## src/rtl/cdb_arbiter_if.sv

```systemverilog
// Result-bus bundle between the functional units and the CDB arbiter.
// The arbiter takes the slave modport; the FU and ROB side takes the master modport.
interface cdb_arbiter_if #(
  parameter int DATA_W = 32,
  parameter int PREG_W = 7,
  parameter int ROB_W  = 5
);
  logic              alu_valid;
  logic              alu_ready;
  logic [PREG_W-1:0] alu_pd;
  logic [DATA_W-1:0] alu_data;
  logic [ROB_W-1:0]  alu_rob;

  logic              b_valid;
  logic              b_ready;
  logic [PREG_W-1:0] b_pd;
  logic [DATA_W-1:0] b_data;
  logic [ROB_W-1:0]  b_rob;

  logic              mem_valid;
  logic              mem_ready;
  logic [PREG_W-1:0] mem_pd;
  logic [DATA_W-1:0] mem_data;
  logic [ROB_W-1:0]  mem_rob;

  logic [ROB_W-1:0]  rob_head;
  logic              mispredict;
  logic [ROB_W-1:0]  mispredict_tag;

  logic              cdb_valid;
  logic [PREG_W-1:0] cdb_pd;
  logic [DATA_W-1:0] cdb_data;
  logic [ROB_W-1:0]  cdb_rob;
  logic [1:0]        cdb_src;

  modport master (
    output alu_valid, alu_pd, alu_data, alu_rob,
    output b_valid, b_pd, b_data, b_rob,
    output mem_valid, mem_pd, mem_data, mem_rob,
    output rob_head, mispredict, mispredict_tag,
    input  alu_ready, b_ready, mem_ready,
    input  cdb_valid, cdb_pd, cdb_data, cdb_rob, cdb_src
  );

  modport slave (
    input  alu_valid, alu_pd, alu_data, alu_rob,
    input  b_valid, b_pd, b_data, b_rob,
    input  mem_valid, mem_pd, mem_data, mem_rob,
    input  rob_head, mispredict, mispredict_tag,
    output alu_ready, b_ready, mem_ready,
    output cdb_valid, cdb_pd, cdb_data, cdb_rob, cdb_src
  );
endinterface

```

## src/rtl/cdb_arbiter.sv

```systemverilog
// CDB arbiter: one holding slot per FU, flush-aware, one broadcast per cycle.
// CDB_RR_EN selects round-robin; otherwise fixed priority B > MEM > ALU.
module cdb_arbiter #(
  parameter int DATA_W = 32,
  parameter int PREG_W = 7,
  parameter int ROB_W  = 5
) (
  input logic         clk,
  input logic         reset,
  cdb_arbiter_if.slave bus
);
  localparam logic [1:0] SRC_ALU = 2'd0;
  localparam logic [1:0] SRC_B   = 2'd1;
  localparam logic [1:0] SRC_MEM = 2'd2;

  logic [2:0]        in_v;
  logic [PREG_W-1:0] in_pd   [3];
  logic [DATA_W-1:0] in_data [3];
  logic [ROB_W-1:0]  in_rob  [3];

  logic [2:0]        slot_v;
  logic [PREG_W-1:0] slot_pd   [3];
  logic [DATA_W-1:0] slot_data [3];
  logic [ROB_W-1:0]  slot_rob  [3];

  logic [2:0] gnt;
  logic [1:0] gsel;
  logic [2:0] rdy;
  logic [2:0] hs;
  logic [2:0] flush;
  logic [2:0] drop;
  logic       kill;

  // Age is distance from the ROB head, so comparisons survive tag wrap.
  function automatic logic younger(
    input logic [ROB_W-1:0] t,
    input logic [ROB_W-1:0] m,
    input logic [ROB_W-1:0] h
  );
    logic [ROB_W-1:0] at;
    logic [ROB_W-1:0] am;
    at = t - h;
    am = m - h;
    return at > am;
  endfunction

  always_comb begin
    in_v       = {bus.mem_valid, bus.b_valid, bus.alu_valid};
    in_pd[0]   = bus.alu_pd;
    in_pd[1]   = bus.b_pd;
    in_pd[2]   = bus.mem_pd;
    in_data[0] = bus.alu_data;
    in_data[1] = bus.b_data;
    in_data[2] = bus.mem_data;
    in_rob[0]  = bus.alu_rob;
    in_rob[1]  = bus.b_rob;
    in_rob[2]  = bus.mem_rob;
  end

`ifdef CDB_RR_EN
  logic [1:0] last;

  always_comb begin
    gnt = '0;
    case (last)
      SRC_ALU: begin
        if (slot_v[1])      gnt = 3'b010;
        else if (slot_v[2]) gnt = 3'b100;
        else if (slot_v[0]) gnt = 3'b001;
      end
      SRC_B: begin
        if (slot_v[2])      gnt = 3'b100;
        else if (slot_v[0]) gnt = 3'b001;
        else if (slot_v[1]) gnt = 3'b010;
      end
      default: begin
        if (slot_v[0])      gnt = 3'b001;
        else if (slot_v[1]) gnt = 3'b010;
        else if (slot_v[2]) gnt = 3'b100;
      end
    endcase
  end

  always_ff @(posedge clk) begin
    if (reset)
      last <= SRC_MEM;
    else if (|gnt && !kill)
      last <= gsel;
  end
`else
  always_comb begin
    gnt = '0;
    if (slot_v[1])      gnt = 3'b010;
    else if (slot_v[2]) gnt = 3'b100;
    else if (slot_v[0]) gnt = 3'b001;
  end
`endif

  always_comb begin
    gsel = SRC_ALU;
    unique case (1'b1)
      gnt[0]:  gsel = SRC_ALU;
      gnt[1]:  gsel = SRC_B;
      gnt[2]:  gsel = SRC_MEM;
      default: gsel = SRC_ALU;
    endcase
  end

  always_comb begin
    rdy = ~slot_v | gnt;
    hs  = in_v & rdy;
    for (int i = 0; i < 3; i++) begin
      flush[i] = bus.mispredict &&
        younger(slot_rob[i], bus.mispredict_tag, bus.rob_head);
      drop[i]  = bus.mispredict &&
        younger(in_rob[i], bus.mispredict_tag, bus.rob_head);
    end
    kill = |gnt && flush[gsel];
  end

  assign bus.alu_ready = rdy[0];
  assign bus.b_ready   = rdy[1];
  assign bus.mem_ready = rdy[2];

  assign bus.cdb_valid = |gnt && !kill;
  assign bus.cdb_pd    = |gnt ? slot_pd[gsel]   : '0;
  assign bus.cdb_data  = |gnt ? slot_data[gsel] : '0;
  assign bus.cdb_rob   = |gnt ? slot_rob[gsel]  : '0;
  assign bus.cdb_src   = gsel;

  always_ff @(posedge clk) begin
    if (reset) begin
      slot_v <= '0;
    end else begin
      for (int i = 0; i < 3; i++) begin
        if (hs[i] && !drop[i]) begin
          slot_v[i]    <= 1'b1;
          slot_pd[i]   <= in_pd[i];
          slot_data[i] <= in_data[i];
          slot_rob[i]  <= in_rob[i];
        end else if (gnt[i] || flush[i]) begin
          slot_v[i]    <= 1'b0;
        end
      end
    end
  end
endmodule

```

## src/flat_wrapper.sv

```systemverilog
// flat-port wrapper written by rule: the top's interface ports become plain ports
module cdb_arbiter_flat 
#(
  parameter int DATA_W = 32,
  parameter int PREG_W = 7,
  parameter int ROB_W  = 5
)
  (clk, reset, bus_alu_valid, bus_alu_pd, bus_alu_data, bus_alu_rob, bus_b_valid, bus_b_pd, bus_b_data, bus_b_rob, bus_mem_valid, bus_mem_pd, bus_mem_data, bus_mem_rob, bus_rob_head, bus_mispredict, bus_mispredict_tag, bus_alu_ready, bus_b_ready, bus_mem_ready, bus_cdb_valid, bus_cdb_pd, bus_cdb_data, bus_cdb_rob, bus_cdb_src);
  cdb_arbiter_if #(.DATA_W(DATA_W), .PREG_W(PREG_W), .ROB_W(ROB_W)) bus_i ();
  input logic clk;
  input logic reset;
  input wire logic [$bits(bus_i.alu_valid)-1:0] bus_alu_valid;
  input wire logic [$bits(bus_i.alu_pd)-1:0] bus_alu_pd;
  input wire logic [$bits(bus_i.alu_data)-1:0] bus_alu_data;
  input wire logic [$bits(bus_i.alu_rob)-1:0] bus_alu_rob;
  input wire logic [$bits(bus_i.b_valid)-1:0] bus_b_valid;
  input wire logic [$bits(bus_i.b_pd)-1:0] bus_b_pd;
  input wire logic [$bits(bus_i.b_data)-1:0] bus_b_data;
  input wire logic [$bits(bus_i.b_rob)-1:0] bus_b_rob;
  input wire logic [$bits(bus_i.mem_valid)-1:0] bus_mem_valid;
  input wire logic [$bits(bus_i.mem_pd)-1:0] bus_mem_pd;
  input wire logic [$bits(bus_i.mem_data)-1:0] bus_mem_data;
  input wire logic [$bits(bus_i.mem_rob)-1:0] bus_mem_rob;
  input wire logic [$bits(bus_i.rob_head)-1:0] bus_rob_head;
  input wire logic [$bits(bus_i.mispredict)-1:0] bus_mispredict;
  input wire logic [$bits(bus_i.mispredict_tag)-1:0] bus_mispredict_tag;
  output wire logic [$bits(bus_i.alu_ready)-1:0] bus_alu_ready;
  output wire logic [$bits(bus_i.b_ready)-1:0] bus_b_ready;
  output wire logic [$bits(bus_i.mem_ready)-1:0] bus_mem_ready;
  output wire logic [$bits(bus_i.cdb_valid)-1:0] bus_cdb_valid;
  output wire logic [$bits(bus_i.cdb_pd)-1:0] bus_cdb_pd;
  output wire logic [$bits(bus_i.cdb_data)-1:0] bus_cdb_data;
  output wire logic [$bits(bus_i.cdb_rob)-1:0] bus_cdb_rob;
  output wire logic [$bits(bus_i.cdb_src)-1:0] bus_cdb_src;
  assign bus_i.alu_valid = bus_alu_valid;
  assign bus_i.alu_pd = bus_alu_pd;
  assign bus_i.alu_data = bus_alu_data;
  assign bus_i.alu_rob = bus_alu_rob;
  assign bus_i.b_valid = bus_b_valid;
  assign bus_i.b_pd = bus_b_pd;
  assign bus_i.b_data = bus_b_data;
  assign bus_i.b_rob = bus_b_rob;
  assign bus_i.mem_valid = bus_mem_valid;
  assign bus_i.mem_pd = bus_mem_pd;
  assign bus_i.mem_data = bus_mem_data;
  assign bus_i.mem_rob = bus_mem_rob;
  assign bus_i.rob_head = bus_rob_head;
  assign bus_i.mispredict = bus_mispredict;
  assign bus_i.mispredict_tag = bus_mispredict_tag;
  assign bus_alu_ready = bus_i.alu_ready;
  assign bus_b_ready = bus_i.b_ready;
  assign bus_mem_ready = bus_i.mem_ready;
  assign bus_cdb_valid = bus_i.cdb_valid;
  assign bus_cdb_pd = bus_i.cdb_pd;
  assign bus_cdb_data = bus_i.cdb_data;
  assign bus_cdb_rob = bus_i.cdb_rob;
  assign bus_cdb_src = bus_i.cdb_src;
  cdb_arbiter #(.DATA_W(DATA_W), .PREG_W(PREG_W), .ROB_W(ROB_W)) u_core (.clk(clk), .reset(reset), .bus(bus_i));
endmodule
```

## config.mk

```make
export PLATFORM = sky130hd
export DESIGN_NAME = cdb_arbiter_flat
export DESIGN_NICKNAME = d
export VERILOG_FILES = /design/src/rtl/cdb_arbiter_if.sv /design/src/rtl/cdb_arbiter.sv /design/src/flat_wrapper.sv
export SDC_FILE = /design/constraint.sdc
export NUM_CORES = 1
export LEC_CHECK = 0
export ABC_AREA = 1
export BUFFER_PORTS_ARGS = -buffer_cell sky130_fd_sc_hd__buf_2
export CAP_MARGIN = 25
export CORE_UTILIZATION = 53
export DETAILED_ROUTE_END_ITERATION = 10
export PLACE_DENSITY = 0.91
export SYNTH_ARGS = -nofsm -noshare
export SYNTH_HDL_FRONTEND = slang
export SYNTH_SLANG_ARGS = --single-unit
```

## constraint.sdc

```tcl
create_clock -name clk -period 7.2 [get_ports clk]
set_input_delay 1.44 -clock clk [delete_from_list [all_inputs] [get_ports clk]]
set_output_delay 1.44 -clock clk [all_outputs]
set_load 0.005 [all_outputs]
```

==> impl_metrics.yaml, run 1 <==
placed_design:
  io_buffers: 196
  setup_slack_placement_ns: 1.419
  detailed_place_hpwl_um: 11810
  placedInstanceArea_um2: 8250
  gp_congestion: 0.8357
  place.detailed.instances: 1063
finish:
  layout.cells.non_filler: 1100
  final_cell_area_um2: 8825
  design.final.nets: 1120
  post_route_cells_drive_above_1_share: 0.2559
  n_fill_cell: 943
  finalCoreUtilization: 0.6881
  layout-area-overhead-vs-synth_pct: 24.72
worst_setup_path:
  crit_required_ns: 5.76
  worst_setup_path_start_kind: "primary input"
  worst_path_max_delay_cell: "sky130_fd_sc_hd__fa_1"
  rr_startpoint: "u_core.slot_rob[2][0]$_DFFE_PP_"
  critPathMaxStageDelay_ns: 0.55
  rr_endpoint: "u_core.slot_v[2]$_SDFFE_PP0P_"
  worstSetupPathType: "primary input to output pin"
  path_buf_inv: 4
  path_max_fanout: 14
  endpoint_kind: "output pin"
  crit_path_leading_delay_family: "adder cells"
  worst-r2r-cell-count: 16
  worst_setup_path_startpoint: "bus_rob_head[1]"
  critical_path.cell_chain: "buf_2 -> inv_1 -> fa_1 -> a21oi_1 -> nor2_1 -> nor2_1 -> xor2_1 -> ha_1 -> inv_1 -> o21bai_1 -> a21oi_1 -> nand2_1 -> nand3_1 -> nand2_1 -> a21oi_1 -> buf_2"
  path_common_cell: "sky130_fd_sc_hd__a21oi_1"
  critPathArrivalTime_ns: 4.35
  reg2reg_setup_slack_ns: 4.61
die:
  ios: 198
  die_area_um2: 13820
  die_boundary_width_um: 117.5
  rows: 41
  die_h_um: 117.5
  floorplan.initialDensity: 0.5517
  coreArea_um2: 12820
sta:
  timing.final.hold_violations: 0
  post-route-min-period_ns: 5.786
  final.period_utilization: 0.8036
  total_count_of_max_transition_violations_in_the_final_report: 0
  achievable-frequency_mhz: 172.8
  report.final.setup_viol: 0
  timing.slew.headroom: 0.4027
  grt_setup_unrepaired: "false"
  totalNegativeSetupSlack_ns: 0
  fin_ws_ns: 1.414
  worst_clock_skew_ns: 0.004204
  worst_pin_slew_ns: 0.8947
detailed_routing:
  routed_wire_length_um: 17440
  drt-vias-per-instance: 5.169
  dr.first_iter.drc_count: 375
  ant_nets: 0
  vias: 5686
  wl_cell_um: 15.85
  firstDrtPassIters: 4
  drc_errors: 0
grt:
  first_global_vias: 5633
  grt_antenna_before_repair: 1
  grt_use_total: 0.2585
  grt_overflow_total: 0
  grt_first_pass_wirelength_um: 27260
  grt_start_max_net_pins: 49
min_path:
  whs_path_depth: 4
  worstHoldStart: "u_core.slot_v[0]$_SDFFE_PP0P_"
  hold_path.class: "flop to flop"
  end_point_of_the_worst_hold_path: "u_core.slot_v[0]$_SDFFE_PP0P_"
status:
  run_status: "finished clean"
cts:
  cts-buffers-inserted: 17
  clockBufferDepth: 2
  postCtsSetupBuffers: 0
  worst_setup_hold_path_clk_slew_ns: 0.06
  hold_buffers: 0
  cts_resized: 0
  clock_sinks: 135
  worst_skew_pair.late_latency_ns: 0.41
  tritoncts: "yes"
  clockRootBuffer: "sky130_fd_sc_hd__clkbuf_16"
  cts_htree_levels: 4
job:
  max_cap_viol_count: 0
synth:
  synth-compound-area-share: 0.03112
  synthesized_netlist_net_count: 919
  synth_top_family_by_area: "simple AND/OR/NAND/NOR gates"
  synth_largest_area_cell: "sky130_fd_sc_hd__edfxtp_1"
  synth_simple_gate_area_frac: 0.1958
  avgSynthCellArea_um2: 9.938
  synth_adder_area_share: 0.1118
  synth.ff_latch_count: 135
  ys_seq_area_frac: 0.5687
  netlist_instances: 712
  synthXorXnorAreaFrac: 0.03218
  synthMuxAreaShare: 0
  syn-cell-area_um2: 7076
  ys_top_cells_by_area: "sky130_fd_sc_hd__edfxtp_1 56%, sky130_fd_sc_hd__nand2_1 12%, sky130_fd_sc_hd__ha_1 9.2%"
  synth.distinct_cells: 27
  synth_top_cell_area_share: 0.5602
  synth.yosys.warnings: 0
pwr:
  power.leakage_nw: 4.317
  cellPowerDensity_nw_per_um2: 267.4
  vdd_drop_max_uv: 365.4
cell type report:
type | instances | area [um^2] | area share
multi-input combinational | 465 | 2649 | 0.3002
antenna | 2 | 5.005 | 0.0005671
clock buffer | 23 | 447.9 | 0.05076
tap | 172 | 215.2 | 0.02439
inverter | 92 | 345.3 | 0.03913
timing repair buffer | 202 | 1084 | 0.1228
clock inverter | 9 | 53.80 | 0.006097
sequential | 135 | 4025 | 0.4561
synth_stat cells, drive strengths merged:
master,instances
a21o,1
a21oi,27
a31oi,2
buf,1
clkbuf,19
conb,1
dfxtp,3
edfxtp,132
fa,7
ha,52
inv,92
nand2,237
nand3,70
nand3b,2
nand4,2
nor2,25
nor3,2
o21ai,5
o21bai,4
o22ai,1
or2,1
xnor2,8
xor2,18
sequential cells by signal (all words and copies together), names as in the netlist:
name,count
u_core.slot_data,96
u_core.slot_v,3
u_core.slot_pd,21
u_core.slot_rob,15
metrics by stage:
step	power (W)	hold slack, ns
after global routing	0.002492	0.6984
after CTS	0.002351	0.5937
after global placement	0.001572	0.5670
after detailed placement	0.001607	0.5842
after floorplan	0.001379	0.5357
final	0.002360	0.6070
per-layer routing:
| layer | up-vias | track usage | wire length, um | part of all wire |
|---|---|---|---|---|
| li1 | 2756 | - | - | - |
| met4 | 0 | 0.09696 | 384 | 0.022 |
| met1 | 2648 | 0.3104 | 7023 | 0.40 |
| met5 | - | 0 | 0 | 0 |
| met2 | 251 | 0.4412 | 8644 | 0.50 |
| met3 | 31 | 0.07364 | 1383 | 0.079 |
power by group:
part           internal, W  switching (W)  total, W
combinational     0.000245       0.000389  0.000634
clock             0.000436       0.000309  0.000745
sequential        0.000957      0.0000240  0.000981
total              0.00164       0.000722   0.00236
placed cells by master, fill, tap and decap left out, types with 6 or more instances in the layout:
| master | count |
|---|---|
| sky130_fd_sc_hd__a21oi_1 | 25 |
| sky130_fd_sc_hd__buf_2 | 196 |
| sky130_fd_sc_hd__clkbuf_1 | 6 |
| sky130_fd_sc_hd__clkbuf_16 | 17 |
| sky130_fd_sc_hd__edfxtp_1 | 132 |
| sky130_fd_sc_hd__fa_1 | 7 |
| sky130_fd_sc_hd__ha_1 | 52 |
| sky130_fd_sc_hd__inv_1 | 89 |
| sky130_fd_sc_hd__nand2_1 | 233 |
| sky130_fd_sc_hd__nand3_1 | 70 |
| sky130_fd_sc_hd__nor2_1 | 24 |
| sky130_fd_sc_hd__xnor2_1 | 8 |
| sky130_fd_sc_hd__xor2_1 | 18 |
tightest hold or removal path, cell delays in order (launching register included):
cell and delay (ns):
sky130_fd_sc_hd__dfxtp_1 0.29, sky130_fd_sc_hd__inv_1 0.07, sky130_fd_sc_hd__nor2_1 0.06, sky130_fd_sc_hd__nand3_1 0.08, sky130_fd_sc_hd__nand2_1 0.05
logic make-up after synthesis:
kind of cell / count (synthesis)
simple gates: 339
flops: 135
buf+inv: 112
fa+ha+maj: 59
compound gates: 40
xor+xnor: 26
other cells: 1
how the worst max path moves through the flow:
stage / to / depth (start not counted)
2_1_floorplan: u_core.slot_data[1][0]$_DFFE_PP_ / 12
3_3_place_gp: bus_cdb_valid / 16
3_5_place_dp: bus_cdb_valid / 16
4_1_cts: bus_cdb_valid / 16
5_1_grt: bus_cdb_valid / 16
6_report: bus_cdb_valid / 16
No activity file was read; power rests on OpenSTA's default activity.
==> run 2, diff against run 1 <==
--- a/config.mk
+++ b/config.mk
@@ -8,9 +8,9 @@
 export ABC_AREA = 1
 export BUFFER_PORTS_ARGS = -buffer_cell sky130_fd_sc_hd__buf_2
 export CAP_MARGIN = 25
-export CORE_UTILIZATION = 53
+export CORE_UTILIZATION = 48
 export DETAILED_ROUTE_END_ITERATION = 10
-export PLACE_DENSITY = 0.91
+export PLACE_DENSITY = 0.87
 export SYNTH_ARGS = -nofsm -noshare
 export SYNTH_HDL_FRONTEND = slang
 export SYNTH_SLANG_ARGS = --single-unit
==> constraint.sdc (replaced) <==
create_clock -name clk -period 4.63 [get_ports clk]
set_input_delay 0.926 -clock clk [delete_from_list [all_inputs] [get_ports clk]]
set_output_delay 0.926 -clock clk [all_outputs]
set_load 0.005 [all_outputs]
==> run 2 against run 1 <==
Compared with the run above: via count grew 0.19%; the flow now finishes with violations (DRC); register-to-register slack got worse by 2.5 ns; design area up 1.2%; sequential share of layout area is 0.56 points lower; combinational power up 55%; worst setup slack lost 1.1 ns; power up 60%; critical path depth up 3.
==> impl_metrics.yaml, run 2 (same netlist as run 1, synthesis figures left out) <==
placed_design:
  setup_slack_placement_ns: 0.1955
  io_buffers: 196
  gp_congestion: 0.8215
  detailed_place_hpwl_um: 12120
  placedInstanceArea_um2: 8361
grt:
  grt_overflow_total: 0
  first_global_vias: 5306
  grt_first_pass_wirelength_um: 25430
  grt_antenna_before_repair: 2
  grt_start_max_net_pins: 49
  grt_use_total: 0.2243
die:
  die_boundary_width_um: 123.4
  floorplan.initialDensity: 0.4887
  die_area_um2: 15230
  coreArea_um2: 14480
  rows: 44
  die_h_um: 123.4
  ios: 198
sta:
  total_count_of_max_transition_violations_in_the_final_report: 0
  worst_pin_slew_ns: 0.8981
  final.period_utilization: 0.9360
  worst_clock_skew_ns: 0.007104
  report.final.setup_viol: 0
  timing.slew.headroom: 0.4012
  hold-worst-slack_ns: 0.6064
  timing.final.hold_violations: 0
  post-route-min-period_ns: 4.334
  achievable-frequency_mhz: 230.7
  fin_ws_ns: 0.2962
worst_setup_path:
  worst_setup_path_start_kind: "primary input"
  path_max_fanout: 3
  critPathArrivalTime_ns: 3.41
  critical_path.cell_chain: "buf_2 -> inv_1 -> ha_1 -> inv_1 -> fa_1 -> a21oi_1 -> nor2_1 -> nor2_1 -> xor2_2 -> buf_4 -> ha_1 -> inv_1 -> o21bai_1 -> nor2_1 -> nand2_1 -> nand3_1 -> nand2_1 -> a21oi_1 -> buf_2"
  worstSetupPathType: "primary input to output pin"
  critPathMaxStageDelay_ns: 0.40
  crit_required_ns: 3.70
  worst_path_max_delay_cell: "sky130_fd_sc_hd__fa_1"
  endpoint_kind: "output pin"
detailed_routing:
  firstDrtPassIters: 9
  drc_errors: 1
  dr.first_iter.drc_count: 404
  routed_wire_length_um: 16970
  drt-vias-per-instance: 5.087
  ant_nets: 0
  wl_cell_um: 15.15
  vias: 5697
cts:
  worst_setup_hold_path_clk_slew_ns: 0.06
  cts-buffers-inserted: 17
  hold_buffers: 0
  clock_sinks: 135
  worst_skew_pair.late_latency_ns: 0.42
  clockRootBuffer: "sky130_fd_sc_hd__clkbuf_16"
  cts_htree_levels: 4
  clockBufferDepth: 2
  tritoncts: "yes"
status:
  failed_checks: "DRC"
  run_status: "finished, violations left"
finish:
  design.final.nets: 1129
  post_route_cells_drive_above_1_share: 0.2695
  regMostFlops: "u_core.slot_data"
  layout_commonest_cell: "sky130_fd_sc_hd__nand2_1"
  largest_register_ff_count: 96
  registers_with_the_most_flip_flops: "u_core.slot_data: 96 flops, u_core.slot_pd: 21 flops, u_core.slot_rob: 15 flops"
  final_cell_area_um2: 8934
  layout_common_cells: "233 x sky130_fd_sc_hd__nand2_1, 196 x sky130_fd_sc_hd__buf_2, 132 x sky130_fd_sc_hd__edfxtp_1"
  layout-area-overhead-vs-synth_pct: 26.26
min_path:
  hold_path.class: "flop to flop"
pwr:
  power.total_w: 0.003769
  vdd_drop_max_uv: 387.2
  cellPowerDensity_nw_per_um2: 421.9
  power.leakage_nw: 4.383
job:
  max_cap_viol_count: 0
run 2: cell count changes in the layout (fill, tap and decap cells not counted), sizes merged:
cell,change
clkbuf,-5
inv,+2
bufinv,+1
clkinv,+3
clkinvlp,-1
buf,+9
diode,-1
run 2: per-stage QoR:
step	cells	TNS, ns	util
floorplan	712	0	-
global placement	1085	0	0.5760
detailed placement	1086	0	0.5774
CTS	1118	0	0.6158
global route	1120	-0.02810	0.6170
finish	1120	0	0.6170
run 2: cell type report:
class	count	area [um^2]
fill	1177	5545
sequential	135	4025
multi-input combinational	465	2656
timing repair buffer	211	1119
clock buffer	18	429.2
inverter	92	345.3
tap	184	230.2
clock inverter	14	126.4
antenna	1	2.502
run 2: worst max-delay path: cells and delay by family:
kind	cells	cell delay (ns)
buf+inv	6	0.57
compound gates	3	0.38
simple gates	6	0.54
fa+ha+maj	3	0.85
xor+xnor	1	0.13
run 2: path summary, 6_finish.rpt:
path,from,to,slack [ns],depth (start not counted)
worst max-delay path,bus_mispredict_tag[0],bus_cdb_valid,0.30,19
worst min-delay path,u_core.slot_v[0]$_SDFFE_PP0P_,u_core.slot_v[0]$_SDFFE_PP0P_,0.61,4
worst max register to register,u_core.slot_rob[0][0]$_DFFE_PP_,u_core.slot_v[0]$_SDFFE_PP0P_,2.09,15
worst min register to register,u_core.slot_v[0]$_SDFFE_PP0P_,u_core.slot_v[0]$_SDFFE_PP0P_,0.61,4
run 2: power by group:
| group | internal [W] | total (W) | switching, W |
|---|---|---|---|
| registers | 0.00149 | 0.00152 | 0.0000361 |
| clock network | 0.000741 | 0.00127 | 0.000525 |
| logic | 0.000382 | 0.000980 | 0.000598 |
run 2: per-layer routing:
| metal | track usage | part of all wire | vias up |
|---|---|---|---|
| met5 | 0 | 0.00077 | - |
| met4 | 0.1009 | 0.021 | 2 |
| met3 | 0.06734 | 0.084 | 31 |
| met2 | 0.3708 | 0.48 | 259 |
| met1 | 0.2695 | 0.41 | 2630 |
| li1 | - | - | 2775 |
run 2: what timing repair did:
item / 4_1_cts / 5_1_grt
hold endpoints to repair: 0 / 0
gates resized for setup: 0 / 1
buffers inserted: 0 / 1
endpoints found under the setup margin: 0 / 1
==> run 3, diff against run 2 <==
--- a/config.mk
+++ b/config.mk
@@ -10,6 +10,7 @@
 export CAP_MARGIN = 25
 export CORE_UTILIZATION = 48
 export DETAILED_ROUTE_END_ITERATION = 10
+export MAX_ROUTING_LAYER = met4
 export PLACE_DENSITY = 0.87
 export SYNTH_ARGS = -nofsm -noshare
 export SYNTH_HDL_FRONTEND = slang
==> run 3 against run 2 <==
Compared with the run above: worst hold slack worse by 0.0019 ns; register-to-register slack hardly changed; the flow now finishes without violations; die area stayed put; maximum frequency hardly changed; flip-flop and latch count stayed put; first-iteration DRC count is 0.99% lower.
==> impl_metrics.yaml, run 3 (same netlist as run 1, synthesis figures left out) <==
sta:
  worst_pin_slew_ns: 0.9083
  worst_clock_skew_ns: 0.009853
  timing.slew.headroom: 0.3944
  report.final.setup_viol: 0
  final.period_utilization: 0.9360
  post-route-min-period_ns: 4.334
  fin_ws_ns: 0.2964
  achievable-frequency_mhz: 230.8
  total_count_of_max_transition_violations_in_the_final_report: 0
  hold-worst-slack_ns: 0.6045
  timing.final.hold_violations: 0
finish:
  layout_common_cells: "233 x sky130_fd_sc_hd__nand2_1, 196 x sky130_fd_sc_hd__buf_2, 132 x sky130_fd_sc_hd__edfxtp_1"
  design.final.nets: 1129
  registers_with_the_most_flip_flops: "u_core.slot_data: 96 flops, u_core.slot_pd: 21 flops, u_core.slot_rob: 15 flops"
  post_route_cells_drive_above_1_share: 0.2695
  layout_commonest_cell: "sky130_fd_sc_hd__nand2_1"
  regMostFlops: "u_core.slot_data"
  largest_register_ff_count: 96
  layout-area-overhead-vs-synth_pct: 26.30
worst_setup_path:
  critPathMaxStageDelay_ns: 0.40
  critPathArrivalTime_ns: 3.41
  worstSetupPathType: "primary input to output pin"
  path_max_fanout: 3
  worst_path_max_delay_cell: "sky130_fd_sc_hd__fa_1"
  worst_setup_path_start_kind: "primary input"
  crit_required_ns: 3.70
  endpoint_kind: "output pin"
  critical_path.cell_chain: "buf_2 -> inv_1 -> ha_1 -> inv_1 -> fa_1 -> a21oi_1 -> nor2_1 -> nor2_1 -> xor2_2 -> buf_4 -> ha_1 -> inv_1 -> o21bai_1 -> nor2_1 -> nand2_1 -> nand3_1 -> nand2_1 -> a21oi_1 -> buf_2"
detailed_routing:
  ant_nets: 0
  wl_cell_um: 15.09
  vias: 5676
  firstDrtPassIters: 5
  routed_wire_length_um: 16910
  dr.first_iter.drc_count: 400
  drt-vias-per-instance: 5.063
  drc_errors: 0
placed_design:
  gp_congestion: 0.8338
  io_buffers: 196
  setup_slack_placement_ns: 0.1955
  detailed_place_hpwl_um: 12120
cts:
  hold_buffers: 0
  worst_skew_pair.late_latency_ns: 0.41
  worst_setup_hold_path_clk_slew_ns: 0.06
  clockBufferDepth: 2
  tritoncts: "yes"
  clock_sinks: 135
  clockRootBuffer: "sky130_fd_sc_hd__clkbuf_16"
  cts_htree_levels: 4
  cts-buffers-inserted: 17
grt:
  grt_overflow_total: 0
  grt_antenna_before_repair: 2
  grt_use_total: 0.2312
  grt_first_pass_wirelength_um: 25430
  first_global_vias: 5311
  grt_start_max_net_pins: 49
die:
  die_boundary_width_um: 123.4
  die_h_um: 123.4
  die_area_um2: 15230
  rows: 44
  floorplan.initialDensity: 0.4887
  ios: 198
  coreArea_um2: 14480
pwr:
  p_int_w: 0.002610
  pwr-share-clk: 0.336
  switchingPower_w: 0.001158
  cellPowerDensity_nw_per_um2: 421.6
  vdd_drop_max_uv: 387.6
  power.leakage_nw: 4.383
  share_comb_of_total_power: 0.260
  netSwitchingFraction: 0.3074
  pwr-share-seq: 0.404
status:
  run_status: "finished clean"
job:
  max_cap_viol_count: 0
min_path:
  hold_path.class: "flop to flop"
-- run 3: cell count changes in the layout (fill, tap and decap cells not counted), sizes merged --
cell,previous run,this run
diode,1,2
-- run 3: per-layer routing --
layer	wire length, um	vias to the layer above	GRT usage
li1	-	2778	-
met1	6924	2604	0.2717
met2	8217	265	0.3712
met3	1415	29	0.06458
met4	353	0	0.1009
met5	0	-	-
-- run 3: cell type report --
cell class              count  area [um^2]
flip-flops and latches    135         4025
multi-input cells         465         2656
clock buffers              18        429.2
well taps                 184        230.2
diodes                      2        5.005
repair buffers            211         1119
clock inverters            14        126.4
fillers                  1176         5543
inverters                  92        345.3
-- run 3: what timing repair did --
item / 4_1_cts / 5_1_grt
hold endpoints to repair: 0 / 0
setup buffers: 0 / 1
gates resized for setup: 0 / 1
setup endpoints to repair: 0 / 1
-- run 3: critical path, delay by kind of cell --
family / cells / cell delay [ns]
adder cells (fa/ha/maj): 3 / 0.85
XOR/XNOR: 1 / 0.13
AO/OA/AOI/OAI: 3 / 0.38
AND/OR/NAND/NOR: 6 / 0.54
buffers and inverters: 6 / 0.57
-- run 3: path summary, 6_finish.rpt --
path	start	end	slack, ns	depth (start not counted)
worst max-delay path	bus_mispredict_tag[0]	bus_cdb_valid	0.30	19
worst min-delay path	u_core.slot_v[0]$_SDFFE_PP0P_	u_core.slot_v[0]$_SDFFE_PP0P_	0.60	4
worst max register to register	u_core.slot_rob[0][0]$_DFFE_PP_	u_core.slot_v[0]$_SDFFE_PP0P_	2.09	15
worst min register to register	u_core.slot_v[0]$_SDFFE_PP0P_	u_core.slot_v[0]$_SDFFE_PP0P_	0.60	4
-- run 3: power by group through the flow --
stage                     clock network [W]  registers, W  logic, W
final                               0.00126       0.00152  0.000980
after global routing                0.00133       0.00153   0.00112
after CTS                           0.00128       0.00152  0.000974
after detailed placement                  0       0.00155  0.000964
after global placement                    0       0.00154  0.000920
after floorplan                           0       0.00154  0.000607
-- run 3: stage by stage --
step | instance area [um^2] | total power [W] | utilization | TNS [ns] | cells
final | 8936 | 0.003768 | 0.6172 | 0 | 1121
after global routing | 8936 | 0.003985 | 0.6172 | -0.04073 | 1121
after CTS | 8916 | 0.003778 | 0.6158 | 0 | 1118
after detailed placement | 8361 | 0.002512 | 0.5774 | 0 | 1086
after global placement | 8341 | 0.002462 | 0.5760 | 0 | 1085
after floorplan | 7087 | 0.002147 | - | 0 | 712
